`config.mk`:
```
export PLATFORM = sky130hd
export DESIGN_NAME = uart_wb_bridge
export DESIGN_NICKNAME = d
export VERILOG_FILES = /design/src/rtl/uart_wb_bridge.sv
export SDC_FILE = /design/constraint.sdc
export NUM_CORES = 1
export LEC_CHECK = 0
export ABC_AREA = 0
export BUFFER_PORTS_ARGS = -buffer_cell sky130_fd_sc_hd__buf_2
export CELL_PAD_IN_SITES_DETAIL_PLACEMENT = 1
export CELL_PAD_IN_SITES_GLOBAL_PLACEMENT = 1
export CORE_MARGIN = 8
export CORE_UTILIZATION = 35
export CTS_BUF_LIST = sky130_fd_sc_hd__clkbuf_8
export DETAILED_ROUTE_END_ITERATION = 7
export MAX_ROUTING_LAYER = met4
export PLACE_DENSITY = 0.73
export SYNTH_ARGS = -nofsm -noshare
export SYNTH_HDL_FRONTEND = slang
export SYNTH_SLANG_ARGS = --single-unit
```
`constraint.sdc`:
```
create_clock -name i_clk -period 5.99 [get_ports i_clk]
set_input_delay 0 -clock i_clk [delete_from_list [all_inputs] [get_ports i_clk]]
set_output_delay 0 -clock i_clk [all_outputs]
set_load 0.02 [all_outputs]
```
`src/rtl/uart_wb_bridge.sv`:
```
// UART command-frame to Wishbone single-cycle master bridge with its own RX/TX.
// Optional ack timeout is enabled by defining UART_WB_BRIDGE_TIMEOUT_EN.
module uart_wb_bridge #(
  parameter int CLOCK_FREQ = 25_000_000,
  parameter int BAUD_RATE  = 115200,
  parameter int TIMEOUT    = 1024
) (
  input  logic        i_clk,
  input  logic        i_rst,
  input  logic        rx,
  output logic        tx,
  output logic        wb_cyc,
  output logic        wb_stb,
  output logic        wb_we,
  output logic [23:0] wb_adr,
  output logic [15:0] wb_o_dat,
  input  logic [15:0] wb_i_dat,
  input  logic        wb_ack,
  output logic        busy
);

  localparam int BIT_DIV = CLOCK_FREQ / BAUD_RATE;
  localparam int HALF    = BIT_DIV / 2;
  localparam int CW      = $clog2(BIT_DIV + 1);
  localparam logic [CW-1:0] C_LAST = CW'(BIT_DIV - 1);
  localparam logic [CW-1:0] C_HALF = CW'(HALF - 1);

  typedef enum logic [1:0] {RX_IDLE, RX_START, RX_DATA, RX_STOP} rx_state_t;
  typedef enum logic [2:0] {S_IDLE, S_ADR2, S_ADR1, S_ADR0, S_DAT1, S_DAT0, S_BUS, S_RESP} state_t;

  rx_state_t       r_rx_state;
  logic            r_rx_s1, r_rx_s2, r_rx_d;
  logic [CW-1:0]   r_rx_cnt;
  logic [2:0]      r_rx_bit;
  logic [7:0]      r_rx_byte;
  logic            r_rx_stb, r_rx_ferr;

  state_t          r_state;
  logic            r_busy, r_wr, r_cyc, r_we, r_more;
  logic [23:0]     r_adr;
  logic [15:0]     r_wdat;
  logic [7:0]      r_resp_lo;
  logic            r_tx;
  logic [8:0]      r_tx_sh;
  logic [CW-1:0]   r_tx_cnt;
  logic [3:0]      r_tx_bit;

  // Receiver: the previous synchronized level qualifies the falling edge.
  always_ff @(posedge i_clk or posedge i_rst) begin
    if (i_rst) begin
      r_rx_s1    <= 1'b1;
      r_rx_s2    <= 1'b1;
      r_rx_d     <= 1'b1;
      r_rx_state <= RX_IDLE;
      r_rx_cnt   <= '0;
      r_rx_bit   <= '0;
      r_rx_byte  <= '0;
      r_rx_stb   <= 1'b0;
      r_rx_ferr  <= 1'b0;
    end else begin
      r_rx_s1   <= rx;
      r_rx_s2   <= r_rx_s1;
      r_rx_d    <= r_rx_s2;
      r_rx_stb  <= 1'b0;
      r_rx_ferr <= 1'b0;
      case (r_rx_state)
        RX_IDLE: if (r_rx_d && !r_rx_s2) begin
          r_rx_state <= RX_START;
          r_rx_cnt   <= '0;
        end
        RX_START: if (r_rx_cnt == C_HALF) begin
          r_rx_cnt   <= '0;
          r_rx_bit   <= '0;
          r_rx_state <= r_rx_s2 ? RX_IDLE : RX_DATA;
        end else r_rx_cnt <= r_rx_cnt + 1'b1;
        RX_DATA: if (r_rx_cnt == C_LAST) begin
          r_rx_cnt  <= '0;
          r_rx_byte <= {r_rx_s2, r_rx_byte[7:1]};
          r_rx_bit  <= r_rx_bit + 3'd1;
          if (r_rx_bit == 3'd7) r_rx_state <= RX_STOP;
        end else r_rx_cnt <= r_rx_cnt + 1'b1;
        RX_STOP: if (r_rx_cnt == C_LAST) begin
          r_rx_cnt   <= '0;
          r_rx_stb   <= r_rx_s2;
          r_rx_ferr  <= !r_rx_s2;
          r_rx_state <= RX_IDLE;
        end else r_rx_cnt <= r_rx_cnt + 1'b1;
        default: r_rx_state <= RX_IDLE;
      endcase
    end
  end

`ifdef UART_WB_BRIDGE_TIMEOUT_EN
  localparam int TW = $clog2(TIMEOUT + 1);
  logic [TW-1:0] r_to_cnt;
  logic          w_to_hit;

  always_ff @(posedge i_clk or posedge i_rst) begin
    if (i_rst) r_to_cnt <= '0;
    else if (r_state == S_BUS) r_to_cnt <= r_to_cnt + 1'b1;
    else r_to_cnt <= '0;
  end

  assign w_to_hit = (r_to_cnt == TW'(TIMEOUT - 1));
`else
  logic w_unused_timeout;
  assign w_unused_timeout = (TIMEOUT > 0);
`endif

  // Parser, bus master and transmitter share one state register so the
  // first start bit can be launched on the same edge that ends the bus cycle.
  always_ff @(posedge i_clk or posedge i_rst) begin
    if (i_rst) begin
      r_state   <= S_IDLE;
      r_busy    <= 1'b0;
      r_wr      <= 1'b0;
      r_adr     <= '0;
      r_wdat    <= '0;
      r_cyc     <= 1'b0;
      r_we      <= 1'b0;
      r_more    <= 1'b0;
      r_resp_lo <= '0;
      r_tx      <= 1'b1;
      r_tx_sh   <= '1;
      r_tx_cnt  <= '0;
      r_tx_bit  <= '0;
    end else begin
      case (r_state)
        S_IDLE: if (r_rx_stb && (r_rx_byte == 8'h01 || r_rx_byte == 8'h02)) begin
          r_wr    <= (r_rx_byte == 8'h01);
          r_state <= S_ADR2;
          r_busy  <= 1'b1;
        end
        S_ADR2, S_ADR1, S_ADR0, S_DAT1, S_DAT0: begin
          if (r_rx_ferr) begin
            r_state <= S_IDLE;
            r_busy  <= 1'b0;
          end else if (r_rx_stb) begin
            case (r_state)
              S_ADR2: begin r_adr[23:16] <= r_rx_byte; r_state <= S_ADR1; end
              S_ADR1: begin r_adr[15:8]  <= r_rx_byte; r_state <= S_ADR0; end
              S_ADR0: begin
                r_adr[7:0] <= r_rx_byte;
                if (r_wr) r_state <= S_DAT1;
                else begin
                  r_state <= S_BUS;
                  r_cyc   <= 1'b1;
                  r_we    <= 1'b0;
                end
              end
              S_DAT1: begin r_wdat[15:8] <= r_rx_byte; r_state <= S_DAT0; end
              S_DAT0: begin
                r_wdat[7:0] <= r_rx_byte;
                r_state     <= S_BUS;
                r_cyc       <= 1'b1;
                r_we        <= 1'b1;
              end
              default: r_state <= S_IDLE;
            endcase
          end
        end
        S_BUS: begin
          if (wb_ack) begin
            r_cyc    <= 1'b0;
            r_we     <= 1'b0;
            r_state  <= S_RESP;
            r_tx     <= 1'b0;
            r_tx_cnt <= '0;
            r_tx_bit <= '0;
            if (r_wr) begin
              r_tx_sh <= {1'b1, 8'hAA};
              r_more  <= 1'b0;
            end else begin
              r_tx_sh   <= {1'b1, wb_i_dat[15:8]};
              r_resp_lo <= wb_i_dat[7:0];
              r_more    <= 1'b1;
            end
          end
`ifdef UART_WB_BRIDGE_TIMEOUT_EN
          else if (w_to_hit) begin
            r_cyc    <= 1'b0;
            r_we     <= 1'b0;
            r_state  <= S_RESP;
            r_tx     <= 1'b0;
            r_tx_cnt <= '0;
            r_tx_bit <= '0;
            r_tx_sh  <= {1'b1, 8'hEE};
            r_more   <= 1'b0;
          end
`endif
        end
        S_RESP: begin
          if (r_tx_cnt == C_LAST) begin
            r_tx_cnt <= '0;
            if (r_tx_bit == 4'd9) begin
              if (r_more) begin
                r_more   <= 1'b0;
                r_tx     <= 1'b0;
                r_tx_sh  <= {1'b1, r_resp_lo};
                r_tx_bit <= '0;
              end else begin
                r_state <= S_IDLE;
                r_busy  <= 1'b0;
              end
            end else begin
              r_tx     <= r_tx_sh[0];
              r_tx_sh  <= {1'b1, r_tx_sh[8:1]};
              r_tx_bit <= r_tx_bit + 4'd1;
            end
          end else r_tx_cnt <= r_tx_cnt + 1'b1;
        end
        default: r_state <= S_IDLE;
      endcase
    end
  end

  assign tx       = r_tx;
  assign wb_cyc   = r_cyc;
  assign wb_stb   = r_cyc;
  assign wb_we    = r_we;
  assign wb_adr   = r_adr;
  assign wb_o_dat = r_wdat;
  assign busy     = r_busy;

endmodule

```
* Yosys cells after proc, flatten, opt, wreduce, memory -nomap -nowiden
Index checks and enable logic that the tools add are counted.
** Storage, ports and cells
- Bits of input ports :: 20
- Output and inout port bits :: 45
- Word-level logic and storage cells :: 161
- Register bits :: 104
** Operators by class
- Bitwise logic cells :: 2
- Reduce and logical (&&, ||, !) cells :: 28
- Multiplexer cells :: 68
- Equal/unequal tests :: 34
- $add $sub $neg :: 4
** Operators by type and width (count)
- 8-bit two-way mux :: 6
- 9-bit two-way mux :: 4
- 4-bit AND reduction :: 7
- 3-bit two-way mux :: 9
- 2-bit inequality test (second input constant) :: 13
- 8-bit case mux with 3 select lines :: 1
- 1-bit two-way mux :: 23
- 9-bit case mux with 2 select lines :: 1
- 6-bit AND reduction :: 3
- 8-bit by 1-bit adder with 8-bit output (second input constant) :: 2
- 8-bit equality test (second input constant) :: 2
- 4-bit two-way mux :: 4
- 8-bit case mux with 2 select lines :: 1
- 3-bit equality test (second input constant) :: 5
- 3-bit case mux with 5 select lines :: 1
- 2-bit two-way mux :: 7
- 3-bit inequality test (second input constant) :: 4
- 1-bit case mux with 2 select lines :: 6
- 3-bit case mux with 4 select lines :: 1
- 8-bit by 1-bit equality test with 1-bit output (second input constant) :: 1
- 8-bit by 2-bit equality test with 1-bit output (second input constant) :: 1
- 8-bit by 7-bit equality test with 1-bit output (second input constant) :: 1
- 2-bit case mux with 4 select lines :: 1
- 4-bit case mux with 2 select lines :: 1
- other kinds (22) :: 31

* Logic depth before layout (Yosys ltp)
- Word-level depth :: 5
- Depth in mapped cells :: 7
- Mapped depth without buffers :: 6

* Least setup slack after synthesis
OpenSTA, ideal clock, no wires.
- Kind :: reg2reg
- Start :: register r_tx_bit[0]
- End :: register r_tx_bit[0]
- Buffers on the path :: 1
- Data required time :: 5865 ps
- Setup time :: 125 ps
- Slack :: 4003 ps
- Clock period less this slack :: 1987 ps
- Arrival :: 1862 ps
- Stages on the path, launching flop included :: 7
- Cell sequence :: dfrtp_1 ha_1 and4bb_4 or4_4 nand2_4 buf_12 mux2_4
** On the way
- Word-level cells in the longest chain between the ends :: 4
- Elaborated cells between the ends (all ways) :: 7
- Classes of those cells :: add/sub: 1; eq/ne: 2; mux: 3; reduce/logical: 1
** RTL lines
- start, declared :: RTL line 46 : logic [3:0] r_tx_bit;
- start signal, assigned :: RTL line 208 : r_tx_bit <= r_tx_bit + 4'd1;
- 4-bit by 1-bit adder with 4-bit output or 4-bit equality test (tied branches) :: RTL line 208, 195
- 4-bit two-way mux :: RTL line 195 : if (r_tx_bit == 4'd9) begin
- 4-bit two-way mux :: RTL line 193 : if (r_tx_cnt == C_LAST) begin
- 4-bit case mux with 2 select lines :: RTL line 128 : case (r_state)
Several ways; a longest one is shown, not always the timed one. The select of a mux whose other input is x is not followed.
A chain may end at the register's enable or synchronous reset.

* Worst setup path in the final report
- Start :: register r_state[2]
- End :: register r_tx_bit[0]
** On the way
- Word-level cells in the longest chain between the ends :: 3
- Elaborated cells between the ends (all ways) :: 8
- Classes of those cells :: eq/ne: 5; mux: 1; reduce/logical: 2
** RTL lines
- start, declared :: RTL line 38 : state_t r_state;
- start signal, assigned :: RTL line 114 : r_state <= S_IDLE;
- start signal, assigned :: RTL line 131 : r_state <= S_ADR2;
- start signal, assigned :: RTL line 136 : r_state <= S_IDLE;
- 3-bit equality test :: RTL line 128
- 3-bit inequality test (no source line), or another cell as far along
- 4-bit AND reduction (no source line)
Several ways; a longest one is shown, not always the timed one.

==> flow_summary.json <==
{
  "wirelength_routed_um": 12100,
  "syn_avg_cell_area_um2": 11.4,
  "dp.cells": 659,
  "design.portCount": 65,
  "finalHoldViolCount": 0,
  "design_area_mm2": 0.00572,
  "drt-initial-drc-count": 109,
  "cpLargestDelayFamily": "simple AND/OR/NAND/NOR gates",
  "hpwlAfterDp_um": 8510,
  "p_seq_share_pct": 53.1,
  "nature_of_the_critical_path_startpoint": "register",
  "route.antenna.remaining_nets": 0,
  "synthTopCellsByCount": "91 x sky130_fd_sc_hd__dfrtp_1, 52 x sky130_fd_sc_hd__mux2_2, 33 x sky130_fd_sc_hd__nand2_1, 31 x sky130_fd_sc_hd__o21ai_0, 24 x sky130_fd_sc_hd__inv_1",
  "post-synth-top-area-fraction_pct": 46.3,
  "horiz_die_dim_um": 135,
  "port_buffers": 64,
  "yosysWarnings": 0,
  "critical_path_peak_fanout": 15,
  "power.leakage_nw": 2.76,
  "post_synth_inst_count": 432,
  "clock_h_tree_levels": 3,
  "synth_cell_type_count": 59,
  "drv_slew": 0,
  "timing.final.setup_violations": 0,
  "cp.required_ns": 6.25,
  "cp_cell_sequence": "nand2_1 > or4_4 > nand2_4 > mux2_4",
  "worst_ir_drop_vdd_mv": 0.150,
  "route.vias.total": 3558,
  "sink_count": 103,
  "synthFlopType": "sky130_fd_sc_hd__dfrtp_1",
  "dr_wl_met2_um": 6210,
  "design_power_total_mw": 1.89,
  "sw_frac_of_total_pct": 34.0,
  "cts-buffers-inserted": 9,
  "via_count_of_the_first_global_routing_pass": 3862,
  "timing.critical_path.buf_inv": 0,
  "die_h_um": 135,
  "wire_length_on_met1_um": 5560,
  "worst_clock_skew_ns": 0.0115,
  "drc": 0,
  "powerDensity_mw_per_mm2": 331,
  "timing_worst_setup_path_type": "reg -> reg",
  "synth_top_cell_by_area": "sky130_fd_sc_hd__dfrtp_1",
  "worst_setup_path_end_kind": "register",
  "share_clk_of_total_power_pct": 23.6,
  "slowest_delay_ns": 0.64,
  "antenna_found_initial": 0,
  "diodes": 0,
  "post_cts_resize_count": 0,
  "cts.root.buffer_cell": "sky130_fd_sc_hd__clkbuf_8",
  "status": "finished, final reports clean",
  "final_net_count": 532,
  "syn-num-nets": 460,
  "intPower_mw": 1.25,
  "clkSlewWorstSetupHoldPaths_ns": 0.10,
  "initial_core_util_pct": 35.6,
  "netlist_area_before_placement_mm2": 0.00492,
  "worst_skew_pair.late_latency_ns": 0.38,
  "core_mm2": 0.0138,
  "tns_ns": 0,
  "detailed_place.area_mm2": 0.00538,
  "gp_congestion": 0.793,
  "slowest_cell_on_crit_path": "sky130_fd_sc_hd__dfrtp_1",
  "drt_first_pass_iters": 4,
  "avgViaCountPerCell": 5.16,
  "critical_path_arrival_ns": 2.42,
  "total_switching_power_mw": 0.644,
  "ys_seq_elements": 103,
  "wl_met3_um": 198,
  "synth_enable_flop_cells": 0,
  "cts-root-to-sink-buffers": 2,
  "hold_class": "in -> reg",
  "rsz0062_at_grt": "no",
  "pwr-share-comb_pct": 23.3,
  "max_cap_viol_count": 0,
  "grt_max_degree": 64,
  "synth_seq_area_share_pct": 52.7,
  "postLayoutCoreUtil_pct": 41.3,
  "grt_use_total_pct": 14.3,
  "row_count": 43,
  "fp.dieArea_mm2": 0.0181,
  "synth_area_leaders": "sky130_fd_sc_hd__dfrtp_1 46%, sky130_fd_sc_hd__mux2_2 12%, sky130_fd_sc_hd__dfstp_2 6.4%",
  "final-instance-count-excl-fill": 689,
  "yosysMostFrequentCell": "sky130_fd_sc_hd__dfrtp_1",
  "top_layer": "met4",
  "timing.reg2reg.setup_slack_ns": 3.84,
  "tritoncts": "done",
  "area_delta_synth_final_pct": 16.1,
  "grt_overflow_total": 0,
  "grt_pass1_wl_um": 20400,
  "tightestPinTransition_ns": 0.961,
  "drt-wirelength-per-cell_um": 17.6,
  "period_minus_slack_ns": 2.15,
  "asyncSetResetFlopFracSynth_pct": 100,
  "ratio_of_cells_with_drive_above_1_in_the_final_layout_pct": 32.6,
  "final_min_period_over_clock_period_pct": 36.0,
  "timing.max_slew.rel_slack_pct": 35.4,
  "max_clock_freq_mhz": 464
}
[cell usage in the layout (no fill, tap or decap), types with 6 or more instances in the layout]
master and instances:
sky130_fd_sc_hd__buf_2 64, sky130_fd_sc_hd__nand3_1 16, sky130_fd_sc_hd__dfrtp_1 91, sky130_fd_sc_hd__nor3_1 12
sky130_fd_sc_hd__mux2i_1 8, sky130_fd_sc_hd__mux2_4 8, sky130_fd_sc_hd__clkbuf_8 11, sky130_fd_sc_hd__dfstp_2 12
sky130_fd_sc_hd__and3_1 6, sky130_fd_sc_hd__mux2_2 52, sky130_fd_sc_hd__inv_1 23, sky130_fd_sc_hd__nand2_1 33
sky130_fd_sc_hd__nor2_1 18, sky130_fd_sc_hd__a21oi_1 16, sky130_fd_sc_hd__ha_1 8, sky130_fd_sc_hd__dlygate4sd3_1 14
sky130_fd_sc_hd__o21ai_0 31
[power by group through the flow]
stage                     clock network, mW  registers, mW  logic (mW)
after detailed placement                  0           1.01       0.437
after CTS                             0.463           1.00       0.446
final                                 0.447           1.01       0.441
after global routing                  0.483           1.03       0.500
after floorplan                           0          0.952       0.381
after global placement                    0           1.00       0.414
[registers in the layout, summed over array words and instances (netlist names), named ones only]
signal and flops:
wb_adr 24, wb_o_dat 16, r_resp_lo 8, r_rx_byte 8
r_rx_cnt 8, r_tx_cnt 8, r_tx_sh 8, r_tx_bit 4
r_rx_bit 3, r_state 3, busy 1, r_more 1
r_rx_d 1, r_rx_ferr 1, r_rx_s1 1, r_rx_s2 1
r_rx_state 1, r_rx_stb 1, r_wr 1, tx 1
wb_cyc 1, wb_we 1
[worst min-delay path, cell delays in order]
cell	delay, ns
sky130_fd_sc_hd__buf_2	0.08
sky130_fd_sc_hd__nor3_1	0.04
sky130_fd_sc_hd__a21oi_1	0.11
sky130_fd_sc_hd__mux2_4	0.15
[kinds of logic after synthesis]
kind of cell    Yosys count  share of synthesized area, %
buf+inv                  42                          3.89
fa+ha+maj                 8                          2.03
simple gates            127                          14.4
xor+xnor                  4                         0.712
compound gates           79                          9.84
flops                   103                          52.7
mux                      69                          16.4
[final cells by class]
| type | instances | area [µm²] |
|---|---|---|
| Multi-Input combinational cell | 287 | 2140 |
| Clock buffer | 11 | 151 |
| Fill cell | 1519 | 8110 |
| Timing Repair Buffer | 79 | 468 |
| Inverter | 24 | 92.6 |
| Sequential cell | 103 | 2590 |
| Tap cell | 180 | 225 |
| Clock inverter | 5 | 48.8 |
[per-stage QoR]
| stage | setup WS (ns) | hold WS [ns] |
|---|---|---|
| after detailed placement | 3.85 | 0.0785 |
| final | 3.84 | 0.0397 |
| after floorplan | 3.31 | 0.00448 |
| after global routing | 3.59 | 0.0440 |
| after CTS | 3.83 | 0.0171 |
| after global placement | 3.90 | 0.0651 |
[repair_timing]
item	in CTS	in global routing
hold buffers	14	0
buffers inserted	0	0
setup endpoints to repair	0	0
hold endpoints to repair	53	0
[final timing paths]
check / startpoint / endpoint / cells after the start
worst max-delay path: r_state[2] / r_tx_bit[0] / 4
min in group asynchronous: i_rst / wb_adr[10] / 3
worst min register to register: r_rx_s1 / r_rx_s2 / 0
worst min-delay path: wb_i_dat[13] / r_tx_sh[5] / 4
max in group asynchronous: i_rst / r_resp_lo[1] / 4
worst max register to register: r_state[2] / r_tx_bit[0] / 4
[per-layer routing]
metal | GRT usage [%] | vias to the layer above
met2 | 23.7 | 32
met3 | 2.19 | 13
met4 | 4.99 | 0
met1 | 17.4 | 1824
li1 | - | 1689
met5 | - | -
Note: power is estimated with default switching activity, not from simulation.
